<file path="src/rtl/cpu_io_host.sv">
// rtl/cpu_io_host.sv - host bridge: queued words held on the CPU input port, CPU output changes captured
module cpu_io_host #(
    parameter int DEPTH       = 4,
    parameter int HOLD_CYCLES = 90
) (
    input  logic        clk,
    input  logic        reset,
    input  logic [15:0] in_data,
    input  logic        in_valid,
    output logic        in_ready,
    output logic [15:0] input_pin,
    output logic        input_enable,
    input  logic [15:0] output_pin,
    output logic [15:0] out_data,
    output logic        out_valid,
    input  logic        out_ready,
    output logic        overflow
);
    localparam int AW = $clog2(DEPTH);
    localparam int CW = AW + 1;
    localparam int HW = (HOLD_CYCLES > 1) ? $clog2(HOLD_CYCLES) : 1;
    localparam logic [CW-1:0] FULL      = CW'(DEPTH);
    localparam logic [HW-1:0] HOLD_LOAD = HW'(HOLD_CYCLES - 1);

    typedef enum logic [1:0] {IDLE, DRIVE, GAP} state_t;
    state_t state, state_nxt;

    logic [15:0]   in_mem [DEPTH];
    logic [AW-1:0] in_wr, in_rd;
    logic [CW-1:0] in_cnt;
    logic [HW-1:0] hold_cnt;
    logic          in_push, in_pop, load;

    logic [15:0]   out_mem [DEPTH];
    logic [AW-1:0] out_wr, out_rd;
    logic [CW-1:0] out_cnt;
    logic [15:0]   prev_out;
    logic          cap, out_push, out_pop;

    // in_ready depends on the count only, so a slot freed by this edge's pop is not reusable until next cycle
    assign in_ready = (in_cnt != FULL);
    assign in_push  = in_valid && in_ready;

    always_comb begin
        state_nxt    = state;
        load         = 1'b0;
        in_pop       = 1'b0;
        input_enable = 1'b0;
        case (state)
            IDLE: begin
                if (in_cnt != '0) begin
                    load      = 1'b1;
                    state_nxt = DRIVE;
                end
            end
            DRIVE: begin
                input_enable = 1'b1;
                if (hold_cnt == '0) begin
                    in_pop    = 1'b1;
                    state_nxt = GAP;
                end
            end
            GAP:     state_nxt = IDLE;
            default: state_nxt = IDLE;
        endcase
    end

    always_ff @(posedge clk or negedge reset) begin
        if (!reset) state <= IDLE;
        else        state <= state_nxt;
    end

    always_ff @(posedge clk or negedge reset) begin
        if (!reset) begin
            in_wr     <= '0;
            in_rd     <= '0;
            in_cnt    <= '0;
            hold_cnt  <= '0;
            input_pin <= 16'h0000;
            for (int i = 0; i < DEPTH; i++) in_mem[i] <= 16'h0000;
        end else begin
            if (in_push) begin
                in_mem[in_wr] <= in_data;
                in_wr         <= in_wr + 1'b1;
            end
            if (in_pop) in_rd <= in_rd + 1'b1;
            in_cnt <= in_cnt + CW'(in_push) - CW'(in_pop);
            if (load) begin
                input_pin <= in_mem[in_rd];
                hold_cnt  <= HOLD_LOAD;
            end else if (state == DRIVE && hold_cnt != '0) begin
                hold_cnt <= hold_cnt - 1'b1;
            end
        end
    end

    // A change on a full FIFO still lands if the host pops on the same edge
    assign cap       = (output_pin != prev_out);
    assign out_pop   = out_valid && out_ready;
    assign out_push  = cap && ((out_cnt != FULL) || out_pop);
    assign out_valid = (out_cnt != '0);
    assign out_data  = out_mem[out_rd];

    always_ff @(posedge clk or negedge reset) begin
        if (!reset) begin
            out_wr   <= '0;
            out_rd   <= '0;
            out_cnt  <= '0;
            prev_out <= 16'h0000;
            overflow <= 1'b0;
            for (int i = 0; i < DEPTH; i++) out_mem[i] <= 16'h0000;
        end else begin
            if (cap) prev_out <= output_pin;
            if (out_push) begin
                out_mem[out_wr] <= output_pin;
                out_wr          <= out_wr + 1'b1;
            end
            if (out_pop) out_rd <= out_rd + 1'b1;
            out_cnt <= out_cnt + CW'(out_push) - CW'(out_pop);
            if (cap && !out_push) overflow <= 1'b1;
        end
    end
endmodule

</file>
<file path="config.mk">
export PLATFORM = sky130hd
export DESIGN_NAME = cpu_io_host
export DESIGN_NICKNAME = d
export VERILOG_FILES = /design/src/rtl/cpu_io_host.sv
export SDC_FILE = /design/constraint.sdc
export NUM_CORES = 1
export LEC_CHECK = 0
export CAP_MARGIN = 20
export CORE_MARGIN = 2
export CORE_UTILIZATION = 35
export DETAILED_ROUTE_END_ITERATION = 6
export GPL_TIMING_DRIVEN = 0
export SETUP_SLACK_MARGIN = 0.3
export SYNTH_ARGS = -nofsm -noshare
export SYNTH_HDL_FRONTEND = slang
export SYNTH_SLANG_ARGS = --single-unit
export TNS_END_PERCENT = 100
</file>
<file path="constraint.sdc">
create_clock -name clk -period 2.6 [get_ports clk]
set_clock_uncertainty 0.05 [all_clocks]
set_input_delay 0.65 -clock clk [delete_from_list [all_inputs] [get_ports clk]]
set_output_delay 0.65 -clock clk [all_outputs]
set_load 0.02 [all_outputs]
</file>
==> results.yml <==
synth:
  postSynth.asyncResetShare: 1.00
  synth_seq_cells: 184
  yosysTopAreaCell: "dfrtp_1"
  yosys_warnings: 0
  syn-num-nets: 601
  netlist_top_cells_area: "dfrtp_1 58%, mux2_2 18%, mux4_2 9.0%"
  ys_types: 31
  netlist_area_um2: 8000
  avgSynthCellArea_um2: 14.6
  synthFlopType: "dfrtp_1"
  synthCells: 549
  synth_edf_count: 0
  ys_seq_area_frac: 0.575
  synth_top_area_share: 0.575
cells_and_area:
  drive_gt1_frac: 0.429
  fillers: 2042
  fin_util: 0.443
  seq_area_um2: 4610
  mostFrequentLayoutCells: "183 x dfrtp_1, 129 x mux2_2, 64 x nand2_1"
  n_antenna_cell: 0
  final_common_cell: "dfrtp_1"
  multiInputGateArea_um2: 3260
  nNetsFinal: 708
  area_growth_pct: 25.0
sta:
  clock.fmax_ghz: 0.391
  rsz0062_at_grt: "true"
  setup_ws_ns: 0.0453
  worst_pin_slew_ns: 0.787
  finalSetupViolCount: 0
  fin_crit_ns: 2.55
  finalHoldViolCount: 0
  drv_slew: 0
  slew_headroom: 0.473
  fin_crit_sh: 0.983
pwr:
  power.switching_mw: 3.71
  comb_power_share: 0.403
  seqPwrFrac: 0.388
  pwr-share-clk: 0.209
  p_int_mw: 8.17
  ir_worst_vdd_mv: 0.478
  swShare: 0.312
  p_per_area_nw_per_um2: 1190
  p_leak_nw: 4.34
worst_setup_path:
  crit_type: "reg2out"
  cp-end-kind: "output pin"
  crit_top_cell: "buf_4"
  cp_slowest_cell: "mux4_2"
  crit_buf_inv: 4
  crit_path_max_fanout: 3
  start_kind: "flip-flop"
  path_delay_family: "buffers and inverters"
  arrival_ns: 1.85
  crit_chain: "buf_12 -> buf_4 -> buf_4 -> mux4_2 -> buf_6"
  critical_path_required_ns: 1.90
  max_stage_delay_ns: 0.46
floorplan:
  core_um2: 22600
  die-area_um2: 24100
  die_h_um: 155
  initial_utilization: 0.355
  core.rowCount: 55
  die_w_um: 155
  ios: 72
grt:
  grt_pass1_wl_mm: 27.2
  grt_use_total: 0.147
  overflow: 0
  grt_max_degree: 123
  grt_pass1_vias: 5145
  antenna_found_initial: 0
hold_path:
  hp-class: "in2async"
clock_network:
  cts_tree: "done"
  insertion_delay_ns: 0.43
  clockBufferDepth: 2
  cts_hold_buf: 0
  clock-root-buffer: "clkbuf_16"
  cts.sinks: 184
  clkTransAtPathRegs_ns: 0.07
  numCtsBuffers: 17
  cts_max_level: 4
placed_design:
  port_buffers: 71
  dp_slack_ns: -0.901
  routabilityCongestion: 0.729
  dp_hpwl_mm: 11.1
route:
  via_per_inst: 4.85
  initialDrtViolationCount: 258
  postRouteAntennaNets: 0
  num_vias: 4625
  wirelength_mm: 16.7
  dr.pass1.iters: 4
  wire_per_inst_um: 17.5
  route.detailed.drc: 0
flow_run:
  maxCapViolCount: 0
run_status:
  status: "completed"
[power by group through the flow]
stage | registers (mW) | logic [mW] | clock network, mW
3_3_place_gp | 4.55 | 4.24 | 0
4_1_cts | 4.62 | 4.81 | 2.57
3_5_place_dp | 4.66 | 4.40 | 0
5_1_grt | 4.75 | 5.14 | 2.68
6_report | 4.61 | 4.78 | 2.49
2_1_floorplan | 4.45 | 3.12 | 0
[worst reg2reg max path: stages, from the launching register on]
cell,delay (ns)
dfrtp_1,0.41
or4b_4,0.53
buf_6,0.13
inv_1,0.05
nor2_2,0.04
inv_1,0.06
ha_1,0.11
inv_1,0.04
ha_2,0.16
fa_2,0.33
xor2_1,0.15
xnor2_1,0.12
[area by class of cell]
| cell class | instances | share of cell area |
|---|---|---|
| clock buffers | 18 | 0.0439 |
| repair buffers | 88 | 0.0889 |
| multi-input cells | 311 | 0.325 |
| plain buffers | 37 | 0.0263 |
| inverters | 17 | 0.00638 |
| clock inverters | 14 | 0.0133 |
| flip-flops and latches | 184 | 0.460 |
| well taps | 285 | 0.0356 |
[flip-flops by register name, indices dropped and copies added, names as in the netlist]
| name | flops |
|---|---|
| out_rd | 2 |
| in_cnt | 3 |
| hold_cnt | 7 |
| prev_out | 16 |
| out_wr | 2 |
| input_pin | 16 |
| in_wr | 2 |
| state | 2 |
| in_rd | 2 |
| overflow | 1 |
| out_cnt | 3 |
| in_mem | 64 |
| out_mem | 64 |
[cell usage after synthesis (3+ instances only)]
| cell | count |
|---|---|
| nand3_1 | 3 |
| clkbuf_1 | 22 |
| inv_1 | 17 |
| nand4_1 | 4 |
| buf_2 | 10 |
| dfrtp_1 | 184 |
| xnor2_1 | 24 |
| nor2_1 | 8 |
| ha_1 | 14 |
| mux4_2 | 32 |
| buf_6 | 4 |
| nor3_1 | 3 |
| mux2_2 | 129 |
| nor2_2 | 4 |
| nand2_1 | 64 |
| xor2_1 | 6 |
[metrics by stage]
| stage | hold slack [ns] | setup TNS [ns] | instance area, µm² | power (mW) | cells |
|---|---|---|---|---|---|
| 3_3_place_gp | 0.412 | -1214.45 | 9130 | 8.78 | 905 |
| 2_1_floorplan | 0.304 | -0.0428 | 8060 | 7.57 | 549 |
| 6_report | 0.0879 | 0 | 10000 | 11.9 | 954 |
| 3_5_place_dp | 0.412 | -34.36 | 9160 | 9.06 | 906 |
| 5_1_grt | 0.108 | -0.0562 | 10000 | 12.6 | 954 |
| 4_1_cts | 0.0934 | 0 | 9970 | 12.0 | 950 |
[logic make-up (layout without fill, tap and decap cells)]
| group | count (synthesis) | in the layout | share of synthesized area |
|---|---|---|---|
| adder cells (fa/ha/maj) | 16 | 16 | 0.0269 |
| XOR/XNOR | 30 | 30 | 0.0328 |
| AO/OA/AOI/OAI | 6 | 6 | 0.00532 |
| AND/OR/NAND/NOR | 97 | 97 | 0.0553 |
| flip-flops | 184 | 184 | 0.575 |
| buffers and inverters | 54 | 174 | 0.0314 |
| multiplexers | 162 | 162 | 0.273 |
[repair_timing]
action | CTS | global route
endpoints found under the setup margin | 88 | 67
gates resized for setup | 184 | 13
buffers inserted | 11 | 4
pin swaps | 18 | 5
cloned | 1 | 0
[final timing paths]
check / start / end / slack, ns / depth (start not counted)
worst min-delay path: reset / out_mem[41] / 0.09 / 1
worst max-delay path: out_rd[0] / out_data[5] / 0.05 / 5
worst min register to register: input_pin[12] / input_pin[12] / 0.43 / 2
min in group clk: input_pin[12] / input_pin[12] / 0.43 / 2
worst max register to register: out_cnt[1] / out_cnt[2] / 0.29 / 11
max in group asynchronous: reset / hold_cnt[2] / 1.39 / 2
[layer usage]
metal / part of all wire / up-vias / GRT usage
met2: 0.51 / 82 / 0.253
li1: - / 2113 / -
met4: 0.021 / 0 / 0.0502
met1: 0.43 / 2410 / 0.182
met5: 0 / - / 0
met3: 0.037 / 20 / 0.0362
Note: power is estimated with default switching activity, not from simulation.
